==> src/rtl/keccak_pkg.sv <==
// rtl/keccak_pkg.sv - shared Keccak rho offsets, lane/pi index helpers and FSM state type
package keccak_pkg;

    typedef enum logic [1:0] {IDLE, RUN, DONE} rhopi_state_e;

    // Lane 0 sits in the least significant byte; lane order is 5x+y.
    localparam logic [25*8-1:0] RHO_OFFSETS = {
        8'd14, 8'd8,  8'd39, 8'd20, 8'd27,
        8'd56, 8'd21, 8'd25, 8'd55, 8'd28,
        8'd61, 8'd15, 8'd43, 8'd6,  8'd62,
        8'd2,  8'd45, 8'd10, 8'd44, 8'd1,
        8'd18, 8'd41, 8'd3,  8'd36, 8'd0
    };

    function automatic logic [7:0] rho_off(input int k);
        return RHO_OFFSETS[k*8 +: 8];
    endfunction

    function automatic int lane_idx(input int x, input int y, input int w);
        return (5*x + y) * w;
    endfunction

    function automatic int pi_dst(input int x, input int y);
        return 5*y + (2*x + 3*y) % 5;
    endfunction

endpackage

==> src/rtl/keccak_lane_rot.sv <==
// rtl/keccak_lane_rot.sv - single-lane W-bit rotator, left or right by 0..W-1
module keccak_lane_rot #(
    parameter int W  = 8,
    parameter int AW = 3
) (
    input  logic [W-1:0]  lane_in,
    input  logic [AW-1:0] amt,
    input  logic          left,
    output logic [W-1:0]  lane_out
);

    logic [AW-1:0] idx;

    // W is a power of two, so AW-bit index arithmetic wraps exactly mod W.
    always_comb begin
        lane_out = '0;
        idx      = '0;
        for (int i = 0; i < W; i++) begin
            idx         = left ? (AW'(i) - amt) : (AW'(i) + amt);
            lane_out[i] = lane_in[idx];
        end
    end

endmodule

==> src/rtl/keccak_rhopi_inv_serial.sv <==
// rtl/keccak_rhopi_inv_serial.sv - lane-serial inverse rho+pi; KECCAK_RHOPI_FWD_EN adds fwd port for forward rho-pi
module keccak_rhopi_inv_serial
    import keccak_pkg::*;
#(
    parameter int W = 8
) (
    input  logic           clk,
    input  logic           rst_n,
    input  logic           in_valid,
    output logic           in_ready,
    input  logic [25*W-1:0] in_state,
    output logic           out_valid,
    input  logic           out_ready,
    output logic [25*W-1:0] out_state
`ifdef KECCAK_RHOPI_FWD_EN
    ,
    input  logic           fwd
`endif
);

    localparam int AW = (W > 1) ? $clog2(W) : 1;
    localparam int IW = $clog2(25*W);

    rhopi_state_e   state_q, state_d;
    logic [4:0]     k_q;
    logic [25*W-1:0] src_q, dst_q;
    logic           fwd_q;

    int             kx, ky;
    logic [AW-1:0]  rot_amt;
    logic [IW-1:0]  rd_base, wr_base;
    logic [W-1:0]   lane_rd, lane_rot;

    // Inverse walks destination lanes (reading the pi source); forward walks
    // source lanes (writing the pi destination). Both take 25 cycles.
    always_comb begin
        kx      = int'(k_q) / 5;
        ky      = int'(k_q) % 5;
        rot_amt = AW'(int'(rho_off(int'(k_q))) % W);
        if (fwd_q) begin
            rd_base = IW'(lane_idx(kx, ky, W));
            wr_base = IW'(pi_dst(kx, ky) * W);
        end else begin
            rd_base = IW'(pi_dst(kx, ky) * W);
            wr_base = IW'(lane_idx(kx, ky, W));
        end
    end

    assign lane_rd = src_q[rd_base +: W];

    keccak_lane_rot #(.W(W), .AW(AW)) u_rot (
        .lane_in  (lane_rd),
        .amt      (rot_amt),
        .left     (fwd_q),
        .lane_out (lane_rot)
    );

    always_comb begin
        state_d   = state_q;
        in_ready  = 1'b0;
        out_valid = 1'b0;
        case (state_q)
            IDLE: begin
                in_ready = 1'b1;
                if (in_valid) state_d = RUN;
            end
            RUN: begin
                if (k_q == 5'd24) state_d = DONE;
            end
            DONE: begin
                out_valid = 1'b1;
                if (out_ready) state_d = IDLE;
            end
            default: state_d = IDLE;
        endcase
    end

    always_ff @(posedge clk or negedge rst_n) begin
        if (!rst_n) begin
            state_q <= IDLE;
            k_q     <= '0;
            src_q   <= '0;
            dst_q   <= '0;
        end else begin
            state_q <= state_d;
            case (state_q)
                IDLE: begin
                    if (in_valid) begin
                        src_q <= in_state;
                        dst_q <= '0;
                        k_q   <= '0;
                    end
                end
                RUN: begin
                    dst_q[wr_base +: W] <= lane_rot;
                    if (k_q != 5'd24) k_q <= k_q + 5'd1;
                end
                default: ;
            endcase
        end
    end

`ifdef KECCAK_RHOPI_FWD_EN
    always_ff @(posedge clk or negedge rst_n) begin
        if (!rst_n) begin
            fwd_q <= 1'b0;
        end else if (state_q == IDLE && in_valid) begin
            fwd_q <= fwd;
        end
    end
`else
    assign fwd_q = 1'b0;
`endif

    assign out_state = dst_q;

endmodule

==> config.mk <==
export PLATFORM = sky130hd
export DESIGN_NAME = keccak_rhopi_inv_serial
export DESIGN_NICKNAME = d
export VERILOG_FILES = /design/src/rtl/keccak_pkg.sv /design/src/rtl/keccak_lane_rot.sv /design/src/rtl/keccak_rhopi_inv_serial.sv
export SDC_FILE = /design/constraint.sdc
export NUM_CORES = 1
export LEC_CHECK = 0
export BUFFER_PORTS_ARGS = -buffer_cell sky130_fd_sc_hd__clkbuf_2
export CAP_MARGIN = 25
export CORE_ASPECT_RATIO = 0.7
export CORE_UTILIZATION = 35
export DETAILED_ROUTE_END_ITERATION = 8
export SLEW_MARGIN = 20
export SYNTH_ARGS = -nofsm -noshare
export SYNTH_HDL_FRONTEND = slang
export SYNTH_SLANG_ARGS = --single-unit
==> constraint.sdc <==
create_clock -name clk -period 25.7 [get_ports clk]
set_input_delay 2.57 -clock clk [delete_from_list [all_inputs] [get_ports clk]]
set_output_delay 2.57 -clock clk [all_outputs]
set_load 0.005 [all_outputs]
Word-level counts from Yosys, hierarchy flattened
Cells that the tools add are included.

storage, ports and cells
  input port bits = 204
  memory bits (read-only) = 0
  bits in latches = 0
  output and inout port bits = 202
  memory bits (writable) = 0
  logic and storage cells = 76
  memories = 0
  bits in registers = 407

cells by class
  reduce and logical (&&, ||, !) cells = 6
  bitwise logic cells = 0
  multiply operators = 3
  shift-type cells = 4
  eq/ne operators = 8
  multiplexer cells = 28
  add/subtract/negate cells = 12
  magnitude comparators = 8
  div/mod/pow operators = 3

operator list
  operator                    count
  $pmux W200 S2               1
  $bwmux W200                 1
  $mux W200                   1
  $shift A8 B10 Y200 const A  1
  $shiftx A200 B9 Y3 const A  1
  $shiftx A200 B9 Y8          1
  $shiftx A8 B10 Y200         1
  $mul A4 B32 Y5 const A      2
  $add A32 B32 Y32            1
  $div A6 B4 Y32 const B      1
  $lt A3 B4 Y1 const B        8
  $mod A32 B4 Y32 const B     1
  $mod A6 B4 Y32 const B      1
  $mul A3 B32 Y32 const A     1
  $bmux W1 S3                 8
  $add A3 B3 Y3 const A       4
  $add A5 B5 Y5               2
  $mux W1                     10
  $mux W5                     2
  $neg A8 Y10                 1
  $pmux W5 S2                 1
  $ne A2 B2 Y1 const B        4
  $add A2 B3 Y3 const A       2
  $mux W2                     3
  11 further kinds            13

Depth between registers and ports, before layout
Gate-level depths: netlist of the first run.

  word-level depth = 11
  depth in mapped cells = 107
  depth with buffers taken out = 93

By module
A second synthesis of the first run with hierarchy kept.

unflattened totals
  cell total of the unflattened synthesis = 3160
  area, all modules = 27739.1 µm²

modules (own cells, without submodules)
  module                   instances  cells each  area each (µm²)  seq. area each (µm²)
  keccak_rhopi_inv_serial  1          3124        27311.2          10184.8
  keccak_lane_rot          1          36          427.9            0.0

Worst setup path before layout of the first run
Ideal clock, no wire load.

  path kind = register to register
  start point = reg k_q[4]
  end point = reg dst_q[135], in the netlist out_state[135]
  path buffers = 11
  slack = 3.599 ns
  setup time = 0.130 ns
  required time = 25.570 ns
  arrival time = 21.971 ns
  stages on the path, launching flop included = 103
  clock period less this slack = 22.101 ns
  path through = dfrtp_1 -> buf_4 -> buf_2 -> nand2_1 -> nor2_1 -> a21oi_1 -> ha_1 -> nand2b_1 -> a21oi_2 -> nand3_2 -> buf_2 -> xnor2_1 -> ha_1 -> mux2i_1 -> nor3b_1 -> a2111oi_2 -> a21o_1 -> o211ai_1 -> (+67 left out) -> nor2_1 -> xnor2_1 -> ha_1 -> ha_1 -> a21o_1 -> a21oi_1 -> xnor2_1 -> xnor2_1 -> xnor2_1 -> xor2_1 -> xor2_1 -> nand2b_1 -> nor2_1 -> a2111oi_1 -> nand3_1 -> a32oi_1 -> buf_4 -> o21ai_1

on the way
  cells in the longest elaborated chain, start to end = 11
  elaborated cells between the ends (all ways) = 39
  those cells by class = add/sub: 11; mul: 3; div: 3; shift: 4; mux: 18

ends and longest elaborated chain
  what                           line                           source
  start, declared                keccak_rhopi_inv_serial.sv:25  logic [4:0] k_q;
  start signal, assigned         keccak_rhopi_inv_serial.sv:96  if (k_q != 5'd24) k_q <= k_q + 5'd1;
  $mod A6 B4 Y32                 keccak_rhopi_inv_serial.sv:38  ky = int'(k_q) % 5;
  $mul A3 B32 Y32                keccak_pkg.sv:24               return 5*y + (2*x + 3*y) % 5;
  $add A32 B32 Y32               keccak_pkg.sv:24
  $mod A32 B4 Y32                keccak_pkg.sv:24
  $add A5 B5 Y5                  keccak_pkg.sv:24
  $shiftx A200 B9 Y8             keccak_rhopi_inv_serial.sv:49  assign lane_rd = src_q[rd_base +: W];
  $bmux W1 S3                    keccak_lane_rot.sv:20          lane_out[i] = lane_in[idx];
  $mux W1 (implied by the code)  keccak_lane_rot.sv:20
  $shiftx A8 B10 Y200            keccak_rhopi_inv_serial.sv:95  dst_q[wr_base +: W] <= lane_rot;
  $bwmux W200 *                  keccak_rhopi_inv_serial.sv:95
  $pmux W200 S2 *                keccak_rhopi_inv_serial.sv:86  case (state_q)
  end signal, assigned by index  keccak_rhopi_inv_serial.sv:95
  end, declared                  keccak_rhopi_inv_serial.sv:26  logic [25*W-1:0] src_q, dst_q;

Every way passes the cells marked *; elsewhere a longest branch is shown, timed or not. The select of a mux whose other input is x is not followed.
A chain may end at the register's enable or synchronous reset.

Worst setup path in the final report of the first run
  start point = reg k_q[2]
  end point = reg dst_q[7], in the netlist out_state[7]

Same word-level chain as after synthesis.

==> results.py, run 1 <==
metrics = {
    "layout": {
        "final_common_cell": "nand2_1",
        "post-route-cell-area_um2": 32700,
        "nets": 3941,
        "syn_to_final_growth_pct": 18.3,
        "final_layout_size_suffix_gt1_frac": 0.209,
        "fill_cells": 7842,
        "fin_util": 0.422,
        "final_cell_mix": "nand2_1, dfrtp_1, clkbuf_2, o21ai_1, nor2_1",
        "n_antenna_cell": 0,
    },
    "clock_tree": {
        "clock_path_buffers": 3,
        "clock_latency_ns": 0.59,
        "clkTransAtPathRegs_ns": 0.06,
        "numClockSinks": 407,
        "cts_tree": "done",
        "htreeDepth": 2,
        "cts_buffers": 41,
        "cts_root_buf": "clkbuf_16",
    },
    "sta": {
        "setup_viol": 0,
        "hold_ws_ns": 0.471,
        "timing.final.crit_share": 0.946,
        "tightest_slew_ns": 1.08,
        "slew_headroom": 0.280,
        "layout_min_cycle_time_ns": 24.31,
        "hold_violations": 0,
        "finalClockSkew_ns": 0.0431,
        "slew_violations": 0,
        "fmax_mhz": 41.1,
    },
    "logic_synthesis": {
        "yosysTopAreaCellShare": 0.368,
        "yosysTopAreaCell": "dfrtp_1",
        "ys_seq_area_frac": 0.368,
        "synth_flop_cell": "dfrtp_1",
        "synth_cells": 3246,
        "synth_nets": 3580,
        "yosysUniqueCellTypes": 133,
        "synth_edf_count": 0,
        "synth_warnings": 0,
        "syn_area_per_cell_um2": 8.52,
        "netlist_area_um2": 27700,
        "synthArstFlopShare": 1.00,
        "synth_area_leaders": "dfrtp_1, nand2_1, ha_1",
        "ys_ff_latch": 407,
    },
    "grt": {
        "use_met1": 0.347,
        "grt_pass1_wl_um": 140000,
        "grt_overflow_total": 0,
        "grt_max_degree": 211,
        "globalRouteMet3Util": 0.0316,
        "grt_pass1_vias": 23800,
        "grt.busiest_layer": "met1",
        "grt_use_total": 0.220,
        "grt_use_met2": 0.307,
        "antenna_found_initial": 1,
    },
    "floorplanning": {
        "die_w_um": 338,
        "io_pins": 406,
        "dieHeight_um": 237,
        "start_util": 0.357,
        "core_um2": 77500,
        "rows": 85,
        "dieArea_um2": 80200,
    },
    "routing": {
        "avgRoutedWirePerCell_um": 19.6,
        "wl_um": 91500,
        "drtIter0Drc": 2348,
        "first_pass_iters": 7,
        "via_count": 26000,
        "antenna_left": 0,
        "viasPerCell": 5.55,
        "drc": 0,
    },
    "run_status": {
        "status": "finished, final reports clean",
    },
    "placed_design": {
        "portBuffers": 405,
        "dpl.hpwl_um": 67100,
        "placedInstanceArea_um2": 30900,
        "gp_congestion": 0.930,
    },
    "min_path": {
        "min_to": "src_q[189]$_DFFE_PN0P_",
        "min_from": "src_q[189]$_DFFE_PN0P_",
        "hp-class": "flip-flop to flip-flop",
        "hold_depth": 2,
    },
    "setup_path": {
        "crit_path_max_fanout": 26,
        "crit_slowest_cell": "dfrtp_2",
        "rrSetupSlack_ns": 1.39,
        "r2r_cells": 98,
        "cp.required_ns": 26.12,
        "crit_type": "flip-flop to flip-flop",
        "regToRegStartpoint": "k_q[2]$_DFFE_PN0P_",
        "arrival_ns": 24.73,
        "cpPeakStageDelay_ns": 0.55,
        "regToRegEndpoint": "out_state[7]$_DFFE_PN0P_",
        "endpoint_kind": "flip-flop",
        "worst_path_most_repeated_cell": "ha_1",
        "cp-start-kind": "flip-flop",
    },
    "job": {
        "maxCapViolCount": 0,
    },
}
-- timing repair --
item | in CTS | in global routing
endpoints found under the hold margin | 0 | 0
resized for setup | 0 | 64
setup buffers | 0 | 18
hold buffers | 0 | 0
setup endpoints to repair | 0 | 200
-- final cells by class --
| type | instances | area, um2 | area share |
|---|---|---|---|
| Clock buffer | 59 | 1170 | 0.0358 |
| Timing Repair Buffer | 495 | 2850 | 0.0872 |
| Multi-Input combinational cell | 2617 | 16900 | 0.518 |
| Clock inverter | 12 | 106 | 0.00325 |
| Sequential cell | 407 | 10200 | 0.311 |
| Inverter | 45 | 169 | 0.00516 |
| Tap cell | 1044 | 1310 | 0.0399 |
-- per-stage QoR --
step | TNS (ns) | setup slack (ns) | instances
finish | 0 | 1.39 | 4679
global route | -11.57 | -0.132 | 4679
CTS | 0 | 0.0500 | 4659
detailed placement | 0 | 0.151 | 4588
global placement | 0 | 0.491 | 4587
floorplan | 0 | 3.60 | 3246
-- how the worst max path moves through the flow --
stage	from	end	slack, ns	cells after the start
after floorplan	k_q[4]$_DFFE_PN0P_	out_state[135]$_DFFE_PN0P_	3.60	102
after global placement	k_q[2]$_DFFE_PN0P_	out_state[21]$_DFFE_PN0P_	0.49	90
after detailed placement	k_q[2]$_DFFE_PN0P_	out_state[29]$_DFFE_PN0P_	0.15	89
after CTS	k_q[2]$_DFFE_PN0P_	out_state[179]$_DFFE_PN0P_	0.05	89
after global routing	k_q[2]$_DFFE_PN0P_	out_state[87]$_DFFE_PN0P_	-0.13	99
final	k_q[2]$_DFFE_PN0P_	out_state[7]$_DFFE_PN0P_	1.39	98
-- synthesized netlist by cell type, drive strengths merged (9+ instances only) --
| cell | instances |
|---|---|
| nand2 | 916 |
| dfrtp | 407 |
| o21ai | 297 |
| nor2 | 145 |
| a21oi | 131 |
| ha | 123 |
| nand3 | 120 |
| clkbuf | 119 |
| xnor2 | 84 |
| nor3 | 67 |
| mux2i | 64 |
| buf | 58 |
| inv | 45 |
| xor2 | 40 |
| mux4 | 37 |
| a211oi | 35 |
| o211ai | 29 |
| o221ai | 29 |
| a31oi | 26 |
| nand4 | 26 |
| or3 | 25 |
| a21o | 24 |
| and2 | 22 |
| o21a | 22 |
| a2111oi | 19 |
| nor4 | 18 |
| mux2 | 17 |
| nand2b | 17 |
| o22ai | 17 |
| o211a | 15 |
| a31o | 14 |
| and3 | 14 |
| a211o | 12 |
| a221oi | 12 |
| o31ai | 12 |
| or2 | 12 |
| o2111ai | 10 |
| a32oi | 9 |
| nor2b | 9 |
-- worst max-delay path: cells and delay by family, from the launching register on --
family / cells / cell delay [ns]
fa+ha+maj: 12 / 3.60
simple gates: 26 / 5.90
compound gates: 39 / 9.45
buf+inv: 9 / 1.77
flops: 1 / 0.55
mux: 3 / 0.74
xor+xnor: 9 / 2.06
-- state kept, by name, summed over array words and instances (netlist names) --
register   flops
src_q        200
k_q            5
state_q        2
out_state    200
-- kinds of logic after synthesis --
| family | share of synthesized area |
|---|---|
| muxes | 0.0609 |
| and+or+nand+nor | 0.229 |
| DFF | 0.368 |
| buffers and inverters | 0.0343 |
| AOI/OAI and AO/OA | 0.205 |
| xor gates and xnor gates | 0.0421 |
| adders and majority gates | 0.0615 |
-- layer usage --
layer  wire, um  share of wire
met5         11        0.00012
met4       2580          0.028
met3       6030          0.066
met2      38100           0.42
met1      44800           0.49
Power of run 1 is left out: the tool's default activity adds up to more than one toggle a clock period on the data nets, which glitch-free logic cannot reach.
==> run 2, diff against run 1 <==
--- a/config.mk
+++ b/config.mk
@@ -10,6 +10,7 @@
 export CORE_ASPECT_RATIO = 0.7
 export CORE_UTILIZATION = 35
 export DETAILED_ROUTE_END_ITERATION = 8
+export SKIP_LAST_GASP = 1
 export SLEW_MARGIN = 20
 export SYNTH_ARGS = -nofsm -noshare
 export SYNTH_HDL_FRONTEND = slang
==> constraint.sdc (replaced) <==
create_clock -name clk -period 25.7 [get_ports clk]
set_input_delay 5.14 -clock clk [delete_from_list [all_inputs] [get_ports clk]]
set_output_delay 5.14 -clock clk [all_outputs]
set_load 0.005 [all_outputs]
==> run 2 against run 1 <==
Compared with the run above:
- hold slack about the same
- die area unchanged
- critical path depth unchanged
- cell area about the same
- register-to-register slack about the same
- cell count unchanged
- largest cell class unchanged
- sequential share of layout area about the same
- wire length about the same
- highest routed layer unchanged
==> results.py, run 2 (synthesis gave the netlist of run 1 again) <==
metrics = {
    "sta": {
        "tightest_slew_ns": 1.08,
        "timing.final.crit_share": 0.946,
        "slew_headroom": 0.280,
        "hold_violations": 0,
        "fmax_mhz": 41.1,
        "slew_violations": 0,
        "rsz0062_at_grt": "true",
        "finalClockSkew_ns": 0.0428,
        "setup_viol": 0,
        "layout_min_cycle_time_ns": 24.32,
    },
    "routing": {
        "wl_um": 91500,
        "viasPerCell": 5.55,
        "drc": 0,
        "via_count": 26000,
        "drtIter0Drc": 2343,
        "wl_met2_um": 38000,
        "avgRoutedWirePerCell_um": 19.5,
        "wl_met1_um": 44800,
        "highest_layer": "met5",
        "first_pass_iters": 8,
        "wl_met3_um": 6030,
        "antenna_left": 0,
    },
    "setup_path": {
        "crit_path_max_fanout": 26,
        "critPathTopFamily": "compound AO/OA/AOI/OAI gates",
        "worst_path_most_repeated_cell": "ha_1",
        "endpoint_kind": "flip-flop",
        "crit_type": "flip-flop to flip-flop",
        "cp.required_ns": 26.14,
        "cp-start-kind": "flip-flop",
        "cpPeakStageDelay_ns": 0.55,
        "cp_num_buf_inv": 9,
        "crit_slowest_cell": "dfrtp_2",
        "arrival_ns": 24.77,
    },
    "layout": {
        "fin_util": 0.422,
        "final_cell_mix": "nand2_1, dfrtp_1, clkbuf_2, o21ai_1, nor2_1",
        "nets": 3941,
        "final_layout_size_suffix_gt1_frac": 0.209,
        "fill_cells": 7843,
        "final_common_cell": "nand2_1",
        "n_antenna_cell": 0,
        "syn_to_final_growth_pct": 18.3,
    },
    "clock_tree": {
        "cts_root_buf": "clkbuf_16",
        "numClockSinks": 407,
        "htreeDepth": 2,
        "cts_tree": "done",
        "cts_buffers": 41,
        "clock_latency_ns": 0.59,
        "clock_path_buffers": 3,
        "ctsHoldBuffers": 0,
        "clkTransAtPathRegs_ns": 0.06,
    },
    "floorplanning": {
        "dieHeight_um": 237,
        "core_um2": 77500,
        "start_util": 0.357,
        "dieArea_um2": 80200,
        "die_w_um": 338,
        "rows": 85,
        "io_pins": 406,
    },
    "grt": {
        "grt_max_degree": 211,
        "grt_use_total": 0.220,
        "grt_pass1_vias": 23800,
        "grt_pass1_wl_um": 140000,
        "grt_overflow_total": 0,
        "antenna_found_initial": 1,
    },
    "placed_design": {
        "portBuffers": 405,
        "dpl.hpwl_um": 67100,
        "gp_congestion": 0.930,
    },
    "run_status": {
        "status": "finished, final reports clean",
    },
    "job": {
        "maxCapViolCount": 0,
    },
    "min_path": {
        "hp-class": "flip-flop to flip-flop",
    },
}
-- run 2: changes by cell type in the layout (fill, tap and decap cells not counted), sizes merged --
cell | previous run | this run
buf | 90 | 89
clkbuf | 464 | 465
-- run 2: final cells by class --
cell class / instances / area (um2) / area share
inverter: 45 / 169 / 0.00516
timing repair buffer: 495 / 2850 / 0.0871
tap: 1044 / 1310 / 0.0399
clock buffer: 59 / 1170 / 0.0358
clock inverter: 12 / 106 / 0.00325
sequential: 407 / 10200 / 0.311
multi-input combinational: 2617 / 16900 / 0.518
-- run 2: path summary, 6_finish.rpt --
| path | start | to | slack [ns] | cells past startpoint |
|---|---|---|---|---|
| setup / recovery | k_q[2]$_DFFE_PN0P_ | out_state[29]$_DFFE_PN0P_ | 1.38 | 98 |
| hold / removal | src_q[189]$_DFFE_PN0P_ | src_q[189]$_DFFE_PN0P_ | 0.47 | 2 |
| setup reg to reg | k_q[2]$_DFFE_PN0P_ | out_state[29]$_DFFE_PN0P_ | 1.38 | 98 |
| hold reg to reg | src_q[189]$_DFFE_PN0P_ | src_q[189]$_DFFE_PN0P_ | 0.47 | 2 |
| max in group asynchronous | rst_n | out_state[76]$_DFFE_PN0P_ | 18.96 | 3 |
| min in group asynchronous | rst_n | src_q[120]$_DFFE_PN0P_ | 4.51 | 1 |
-- run 2: metrics by stage --
step	setup TNS (ns)	hold slack [ns]	cells	cell area [um2]	setup slack, ns
floorplan	0	0.440	3246	27700	3.60
global placement	0	0.453	4587	30900	0.491
detailed placement	0	0.457	4588	30900	0.151
CTS	0	0.472	4659	32200	0.0500
global route	-12.16	0.485	4679	32700	-0.150
finish	0	0.471	4679	32700	1.38
-- run 2: metal layers --
metal	global-route usage	vias to the layer above
li1	-	12400
met1	0.347	12500
met2	0.307	972
met3	0.0316	124
met4	0.0627	2
met5	0	-
-- run 2: tightest hold or removal path: cells and delay by family, from the launching register on --
kind | cells | cell delay (ns)
simple gates | 2 | 0.11
flops | 1 | 0.34
-- run 2: repair_timing --
item / 4_1_cts / 5_1_grt
setup endpoints to repair: 0 / 200
buffers inserted: 0 / 18
gates resized for setup: 0 / 63
endpoints found under the hold margin: 0 / 0
Power of run 2 is left out for the same reason.
